===== src/rtl/cs_pkg.sv =====
`default_nettype none
// ============================================================================
// Module   : cs_pkg
// Purpose  : Shared sizes and types for the circular-shift sequencing controller.
// Revision : 1.0 - initial release
// ============================================================================
package cs_pkg;

    localparam int CS_WIDTH = 32;
    localparam int CS_AMT_W = 5;

    typedef enum logic [1:0] {
        IDLE  = 2'd0,
        SHIFT = 2'd1,
        DONE  = 2'd2
    } cs_state_t;

    typedef logic [CS_WIDTH-1:0] cs_word_t;

endpackage : cs_pkg
`default_nettype wire


===== src/rtl/cs_if.sv =====
`default_nettype none
// ============================================================================
// Module   : cs_if
// Purpose  : Request/result handshake bundle between a requester and cs_ctrl.
//            Optional macro CS_LEFT_EN adds the in_dir direction signal.
// Revision : 1.0 - initial release
// ============================================================================
interface cs_if
    import cs_pkg::*;
#(
    parameter int WIDTH = CS_WIDTH,
    parameter int AMT_W = CS_AMT_W
) ();

    logic             in_valid;
    logic             in_ready;
    logic [WIDTH-1:0] in_data;
    logic [AMT_W-1:0] in_amt;
`ifdef CS_LEFT_EN
    logic             in_dir;
`endif
    logic             out_valid;
    logic             out_ready;
    logic [WIDTH-1:0] out_data;
    logic             busy;

`ifdef CS_LEFT_EN
    modport master (
        output in_valid, in_data, in_amt, in_dir, out_ready,
        input  in_ready, out_valid, out_data, busy
    );

    modport slave (
        input  in_valid, in_data, in_amt, in_dir, out_ready,
        output in_ready, out_valid, out_data, busy
    );
`else
    modport master (
        output in_valid, in_data, in_amt, out_ready,
        input  in_ready, out_valid, out_data, busy
    );

    modport slave (
        input  in_valid, in_data, in_amt, out_ready,
        output in_ready, out_valid, out_data, busy
    );
`endif

endinterface : cs_if
`default_nettype wire


===== src/rtl/cs_step.sv =====
`default_nettype none
// ============================================================================
// Module   : cs_step
// Purpose  : Combinational one-position rotator; i_dir = 1 rotates left,
//            i_dir = 0 rotates right.
// Revision : 1.0 - initial release
// ============================================================================
module cs_step
    import cs_pkg::*;
(
    input  wire cs_word_t i_data,
    input  wire logic     i_dir,
    output cs_word_t      o_data
);

    cs_word_t w_rot_right;
    cs_word_t w_rot_left;

    assign w_rot_right = {i_data[0], i_data[CS_WIDTH-1:1]};
    assign w_rot_left  = {i_data[CS_WIDTH-2:0], i_data[CS_WIDTH-1]};
    assign o_data      = i_dir ? w_rot_left : w_rot_right;

endmodule : cs_step
`default_nettype wire


===== src/rtl/cs_ctrl.sv =====
`default_nettype none
// ============================================================================
// Module   : cs_ctrl
// Purpose  : Sequences the single-step rotator to perform 0..31 position
//            rotates over valid/ready request and result handshakes.
//            Optional macro CS_LEFT_EN enables left rotation via in_dir.
// Revision : 1.0 - initial release
// ============================================================================
module cs_ctrl
    import cs_pkg::*;
#(
    parameter int WIDTH = CS_WIDTH,
    parameter int AMT_W = CS_AMT_W
) (
    input  wire logic clock,
    input  wire logic reset,
    cs_if.slave       bus
);

    cs_state_t        r_state;
    logic [WIDTH-1:0] r_data;
    logic [AMT_W-1:0] r_cnt;
    logic             r_in_ready;
    logic             r_out_valid;
    logic             r_busy;
    cs_word_t         w_step;
    logic             w_dir;

`ifdef CS_LEFT_EN
    logic r_dir;
    assign w_dir = r_dir;
`else
    assign w_dir = 1'b0;
`endif

    cs_step u_step (
        .i_data (r_data),
        .i_dir  (w_dir),
        .o_data (w_step)
    );

    // Handshake flags are registered alongside the state so they carry no
    // combinational path from any input.
    always_ff @(posedge clock or posedge reset) begin
        if (reset) begin
            r_state     <= IDLE;
            r_data      <= '0;
            r_cnt       <= '0;
            r_in_ready  <= 1'b1;
            r_out_valid <= 1'b0;
            r_busy      <= 1'b0;
`ifdef CS_LEFT_EN
            r_dir       <= 1'b0;
`endif
        end else begin
            case (r_state)
                IDLE: begin
                    if (bus.in_valid) begin
                        r_data     <= bus.in_data;
                        r_cnt      <= bus.in_amt;
`ifdef CS_LEFT_EN
                        r_dir      <= bus.in_dir;
`endif
                        r_in_ready <= 1'b0;
                        r_busy     <= 1'b1;
                        if (bus.in_amt == '0) begin
                            r_state     <= DONE;
                            r_out_valid <= 1'b1;
                        end else begin
                            r_state <= SHIFT;
                        end
                    end
                end
                SHIFT: begin
                    r_data <= w_step;
                    r_cnt  <= r_cnt - AMT_W'(1);
                    if (r_cnt == AMT_W'(1)) begin
                        r_state     <= DONE;
                        r_out_valid <= 1'b1;
                    end
                end
                DONE: begin
                    if (bus.out_ready) begin
                        r_state     <= IDLE;
                        r_out_valid <= 1'b0;
                        r_busy      <= 1'b0;
                        r_in_ready  <= 1'b1;
                    end
                end
                default: begin
                    r_state     <= IDLE;
                    r_in_ready  <= 1'b1;
                    r_out_valid <= 1'b0;
                    r_busy      <= 1'b0;
                end
            endcase
        end
    end

    assign bus.in_ready  = r_in_ready;
    assign bus.out_valid = r_out_valid;
    assign bus.busy      = r_busy;
    assign bus.out_data  = r_data;

endmodule : cs_ctrl
`default_nettype wire


===== src/flat_wrapper.sv =====
// flat-port wrapper written by rule: the top's interface ports become plain ports
module cs_ctrl_flat import cs_pkg::*;
#(
    parameter int WIDTH = CS_WIDTH,
    parameter int AMT_W = CS_AMT_W
)
  (clock, reset, bus_in_valid, bus_in_data, bus_in_amt, bus_out_ready, bus_in_ready, bus_out_valid, bus_out_data, bus_busy);
  cs_if #(.WIDTH(WIDTH), .AMT_W(AMT_W)) bus_i ();
  input  wire logic clock;
  input  wire logic reset;
  input wire logic [$bits(bus_i.in_valid)-1:0] bus_in_valid;
  input wire logic [$bits(bus_i.in_data)-1:0] bus_in_data;
  input wire logic [$bits(bus_i.in_amt)-1:0] bus_in_amt;
  input wire logic [$bits(bus_i.out_ready)-1:0] bus_out_ready;
  output wire logic [$bits(bus_i.in_ready)-1:0] bus_in_ready;
  output wire logic [$bits(bus_i.out_valid)-1:0] bus_out_valid;
  output wire logic [$bits(bus_i.out_data)-1:0] bus_out_data;
  output wire logic [$bits(bus_i.busy)-1:0] bus_busy;
  assign bus_i.in_valid = bus_in_valid;
  assign bus_i.in_data = bus_in_data;
  assign bus_i.in_amt = bus_in_amt;
  assign bus_i.out_ready = bus_out_ready;
  assign bus_in_ready = bus_i.in_ready;
  assign bus_out_valid = bus_i.out_valid;
  assign bus_out_data = bus_i.out_data;
  assign bus_busy = bus_i.busy;
  cs_ctrl #(.WIDTH(WIDTH), .AMT_W(AMT_W)) u_core (.clock(clock), .reset(reset), .bus(bus_i));
endmodule

===== config.mk =====
export PLATFORM = sky130hd
export DESIGN_NAME = cs_ctrl_flat
export DESIGN_NICKNAME = d
export VERILOG_FILES = /design/src/rtl/cs_pkg.sv /design/src/rtl/cs_if.sv /design/src/rtl/cs_step.sv /design/src/rtl/cs_ctrl.sv /design/src/flat_wrapper.sv
export SDC_FILE = /design/constraint.sdc
export NUM_CORES = 1
export LEC_CHECK = 0
export ABC_AREA = 1
export CAP_MARGIN = 20
export CELL_PAD_IN_SITES_DETAIL_PLACEMENT = 2
export CELL_PAD_IN_SITES_GLOBAL_PLACEMENT = 2
export CORE_MARGIN = 3
export CORE_UTILIZATION = 27
export CTS_CLUSTER_SIZE = 10
export DETAILED_ROUTE_END_ITERATION = 10
export GPL_TIMING_DRIVEN = 1
export HOLD_SLACK_MARGIN = 0.1
export PLACE_DENSITY = 0.89
export SETUP_SLACK_MARGIN = 0.5
export SLEW_MARGIN = 20
export SYNTH_ARGS = -nofsm -noshare
export SYNTH_HDL_FRONTEND = slang
export SYNTH_SLANG_ARGS = --single-unit

===== constraint.sdc =====
create_clock -name clock -period 2.3 [get_ports clock]
set_clock_uncertainty 0.05 [all_clocks]
set_input_delay 0.46 -clock clock [delete_from_list [all_inputs] [get_ports clock]]
set_output_delay 0.46 -clock clock [all_outputs]
set_load 0.01 [all_outputs]

==> out/qor.yml, run 1 <==
seqCellArea_um2: 1050
outcome: "complete, no violations"
gp_congestion: 0.715
diodes: 0
dr.pass1.iters: 4
syn_to_final_growth_pct: 41.8
die_w_um: 95.5
wl_mm: 6.34
max_stage_delay_ns: 0.55
worstHoldStart: "u_core.bus.out_valid"
dpl.hpwl_mm: 4.61
drc_errors: 0
core_area_um2: 7770
cp.required_ns: 1.79
initial_core_util_pct: 27.9
syn_area_um2: 2160
final_cell_area_um2: 3070
synth_cells: 255
place_inst: 422
timing.final.crit_share_pct: 75.0
multi_input_area_um2: 808
synth-seq-cells: 42
row_count: 32
crit_path_start_kind: "flip-flop"
crit_family: "buffers and inverters"
fmax_mhz: 580
final_common_cell: "clkdlybuf4s50_1"
final-hold-violation-count: 0
leakage_nw: 1.35
drive_gt1_share_pct: 6.40
num_vias: 2015
grt_max_degree: 50
cap_violations: 0
cts_tree: "done"
h-tree-depth: 2
tns_ns: 0
yosysTopAreaCell: "dfrtp_1"
cp-end-kind: "output pin"
setup_viol: 0
syn-num-nets: 298
cts_setup_buffers: 0
drv_slew: 0
vdd_drop_max_mv: 0.498
clk_pin_slew_ns: 0.08
path_class: "reg2out"
synth.yosys.seq_area_share_pct: 48.6
synth_top_cell_area_share_pct: 47.4
fill_cells: 896
io_buffer_count: 75
grt_usage_pct: 14.6
antenna_found_initial: 0
die_area_um2: 9120
ioPinCount: 76
ant_nets: 0
r2r_cells: 6
cts_sinks: 42
slew_headroom_pct: 61.6
cp_max_fo: 2
clockRootBuffer: "clkbuf_8"
overflow: 0
timing.rr.start: "u_core.r_state[1]"
insertion_delay_ns: 0.30
hold_class: "reg2reg"
hold_end: "u_core.bus.out_valid"
r2r_slack_ns: 0.71
drtIter0Drc: 70
r2r-end: "u_core.bus.out_data[23]"
synth.area.top_cells: "dfrtp_1 (47%), o211ai_1 (12%), nand2_1 (9.4%)"
cts_max_path_buffers: 2
wl_per_cell_um: 14.7
synth.distinct_cells: 19
mostFrequentLayoutCells: "clkdlybuf4s50_1 (74), nand2_1 (54), inv_1 (42), dfrtp_1 (41), o21ai_1 (35)"
arrival_ns: 1.21
pwr_density_cell_nw_per_um2: 1500
synth_area_per_cell_um2: 8.48
worst_slew_pin_slew_ns: 0.576
critPathBufInv: 1
fin_cells: 430
die_y_um: 95.5
grt_pass1_vias: 2140
grt_pass1_wl_mm: 10.4
placed_area_um2: 2960
rsz0062_at_grt: "false"
yosys_warnings: 0
crit_chain: "clkdlybuf4s50_1"
cts_buffers: 5
hold_depth: 2
vias_per_cell: 4.69
min_period_ns: 1.72
cp_slowest_cell: "clkdlybuf4s50_1"
layout.nets: 370
-- cell families (layout without fill, tap and decap cells) --
logic type | after synthesis | after routing | share of synthesized area (%)
flip-flops | 42 | 42 | 48.6
AO/OA/AOI/OAI | 79 | 79 | 22.2
buffers and inverters | 60 | 133 | 14.2
adder cells (fa/ha/maj) | 2 | 2 | 1.16
AND/OR/NAND/NOR | 72 | 72 | 13.8
-- power by group --
part,internal (mW),leakage [nW],switching [mW]
clock,0.304,0.0575,0.270
combinational,1.17,0.789,1.49
sequential,1.14,0.506,0.229
total,2.62,1.35,1.99
-- Yosys cell counts --
library cell and n:
nand2_1 54, inv_1 43, dfrtp_1 41, o21ai_1 35
o211ai_1 34, buf_6 9, nand3_1 8, a21oi_1 5
nor2_1 5, o21ai_0 5, buf_2 3, buf_4 3
ha_1 2, inv_2 2, nor2_2 2, dfstp_2 1
nand2_2 1, nand2_4 1, nand4_1 1
-- state kept, by name (all words and copies together) (netlist names) --
name,flops
u_core.bus.out_data,32
u_core.bus.in_ready,1
u_core.r_cnt,5
u_core.bus.out_valid,1
u_core.r_state,2
u_core.bus.busy,1
-- worst max path at each step --
stage,from,end,slack [ns],cells after the start
after global placement,bus_in_valid,u_core.bus.out_data[0],0.53,6
after global routing,u_core.bus.out_data[9],bus_out_data[9],0.52,1
after detailed placement,bus_in_valid,u_core.bus.out_data[23],0.38,6
after floorplan,reset,u_core.bus.busy,0.82,1
final,u_core.bus.out_data[8],bus_out_data[8],0.58,1
after CTS,u_core.bus.out_data[8],bus_out_data[8],0.56,1
-- metal layers --
layer  routed length [um]  track usage (%)  vias up  share of wire [%]
li1                     -                -      978                  -
met4                   62             3.55        0               0.98
met1                 2750             17.8      985                 43
met3                  275             3.16        7                4.3
met5                    0                0        -                  0
met2                 3250             26.1       45                 51
-- per-stage QoR --
stage / utilization (%) / hold WS, ns / worst slack (ns) / total power [mW]
after floorplan: - / 0.399 / 0.817 / 3.09
after global placement: 38.1 / 0.413 / 0.528 / 3.90
after detailed placement: 38.1 / 0.414 / 0.381 / 4.10
after CTS: 39.5 / 0.432 / 0.555 / 4.69
after global routing: 39.5 / 0.485 / 0.518 / 5.07
final: 39.5 / 0.429 / 0.575 / 4.61
-- timing repair --
item                                    CTS  global route
hold buffers                              0             0
resized for setup                         1             0
endpoints found under the setup margin    1             0
-- cell type report --
cell class,instances,area share (%)
clock buffer,8,3.59
inverter,45,5.51
multi-input combinational,153,26.4
tap,102,4.16
timing repair buffer,80,26.1
sequential,42,34.3
No activity file was read; power rests on OpenSTA's default activity.
==> inputs of run 2 (changes only) <==
CORE_UTILIZATION = 23   (was 27)
PLACE_DENSITY = 0.81   (was 0.89)
clock period = 1.4 ns   (was 2.3 ns; I/O delays follow)
==> out/qor.yml, run 2 (synthesis results as in run 1) <==
grt_usage_pct: 16.2
num_vias: 2299
wl_per_cell_um: 19.2
die_y_um: 103
overflow: 0
clk_pin_slew_ns: 0.09
diodes: 0
final-hold-violation-count: 0
clockRootBuffer: "clkbuf_8"
ioPinCount: 76
drc_errors: 0
drive_gt1_share_pct: 36.6
row_count: 34
h-tree-depth: 2
crit_path_start_kind: "flip-flop"
hold_class: "in2async"
outcome: "finished, violations left"
min_period_ns: 1.52
leakage_nw: 1.79
grt_pass1_vias: 2478
path_class: "reg2reg"
dr.pass1.iters: 4
layout.nets: 422
drv_slew: 0
ant_nets: 0
vdd_drop_max_mv: 0.680
worst_slew_pin_slew_ns: 0.273
cts_buffers: 5
drtIter0Drc: 63
grt_pass1_wl_mm: 13.1
cp_slowest_cell: "dfrtp_1"
largest_register_ffs: 32
initial_core_util_pct: 24.2
insertion_delay_ns: 0.31
cp.required_ns: 1.56
violations: "setup timing"
max_stage_delay_ns: 0.41
core_area_um2: 8930
wl_mm: 9.35
syn_to_final_growth_pct: 76.3
r2r_cells: 8
critPathBufInv: 5
cts_max_path_buffers: 2
crit_family: "buffers and inverters"
dpl.hpwl_mm: 5.16
grt_max_degree: 27
cts_tree: "done"
crit_chain: "inv_2, nor2_4, buf_4, inv_6, nand2_8, buf_12, buf_16, o21ai_1"
slew_headroom_pct: 81.8
rsz0062_at_grt: "true"
antenna_found_initial: 0
timing.final.crit_share_pct: 108
io_buffer_count: 75
cp.depth: 8
tns_ns: -1.20
gp_congestion: 0.749
arrival_ns: 1.68
cts_sinks: 42
pwr_density_cell_nw_per_um2: 2740
fmax_mhz: 658
cp_max_fo: 15
vias_per_cell: 4.71
die_w_um: 103
setup_viol: 32
cap_violations: 0
cp-end-kind: "flip-flop"
dp_slack_ns: -0.150
mostFrequentLayoutCells: "clkdlybuf4s50_1 (40), dfrtp_1 (40), inv_1 (39), nand2_1 (37), o21ai_1 (35)"
die_area_um2: 10600
timing.final.ws_setup_ns: -0.119
## run 2: changes by cell type in the layout (fill, tap and decap cells not counted), moves of 6 or more
cell / before / now
clkdlybuf4s50_1: 74 / 40
buf_12: 1 / 7
buf_4: 4 / 33
buf_2: 0 / 24
nand2_4: 1 / 8
nand2_2: 1 / 10
nand2_1: 54 / 37
buf_6: 0 / 17
## run 2: power by group
group | internal (mW) | total (mW) | switching [mW]
clock network | 0.527 | 1.01 | 0.486
registers | 1.88 | 2.29 | 0.413
logic | 3.60 | 7.16 | 3.56
## run 2: path summary, 6_finish.rpt
path	from	to	slack, ns
setup / recovery	u_core.r_state[0]	u_core.bus.out_data[8]	-0.12
setup reg to reg	u_core.r_state[0]	u_core.bus.out_data[8]	-0.12
min in group clock	u_core.r_cnt[4]	u_core.r_cnt[4]	0.46
hold reg to reg	u_core.r_cnt[4]	u_core.r_cnt[4]	0.46
max in group asynchronous	reset	u_core.bus.out_data[29]	0.69
hold / removal	reset	u_core.bus.busy	0.24
## run 2: per-layer routing
layer / vias up / global-route usage (%) / wire (um) / part of all wire [%]
met5: - / 0 / 0 / 0
met4: 0 / 4.78 / 134 / 1.4
met3: 11 / 2.44 / 307 / 3.3
met2: 48 / 29.3 / 5050 / 54
met1: 1152 / 19.7 / 3850 / 41
li1: 1088 / - / - / -
## run 2: stage by stage
stage               power [mW]  instances  hold WS, ns  util (%)  area [um2]
finish                    10.5        488        0.238      42.7        3810
global route              11.3        488        0.243      42.7        3810
CTS                       8.99        469        0.232      38.4        3430
detailed placement        7.01        438        0.433      34.8        3110
global placement          6.76        438        0.414      34.8        3110
floorplan                 5.18        255        0.221         -        2190
## run 2: layout make-up
| class | instances | area (um2) |
|---|---|---|
| clock inverters | 3 | 40.0 |
| multi-input cells | 153 | 952 |
| clock buffers | 5 | 68.8 |
| fillers | 945 | 5120 |
| flip-flops and latches | 42 | 1050 |
| inverters | 45 | 180 |
| well taps | 108 | 135 |
| repair buffers | 132 | 1390 |
## run 2: worst register-to-register path: cells and delay by family, from the launching register on
kind / cells / cell delay (ns)
AOI/OAI and AO/OA: 1 / 0.21
DFF: 1 / 0.41
and+or+nand+nor: 2 / 0.16
buffers and inverters: 5 / 0.61
## run 2: repair_timing
action | CTS | global route
gates resized for setup | 163 | 46
gates cloned | 5 | 4
setup buffers | 18 | 15
pin swaps | 4 | 20
setup endpoints to repair | 77 | 77
hold buffers | 0 | 0
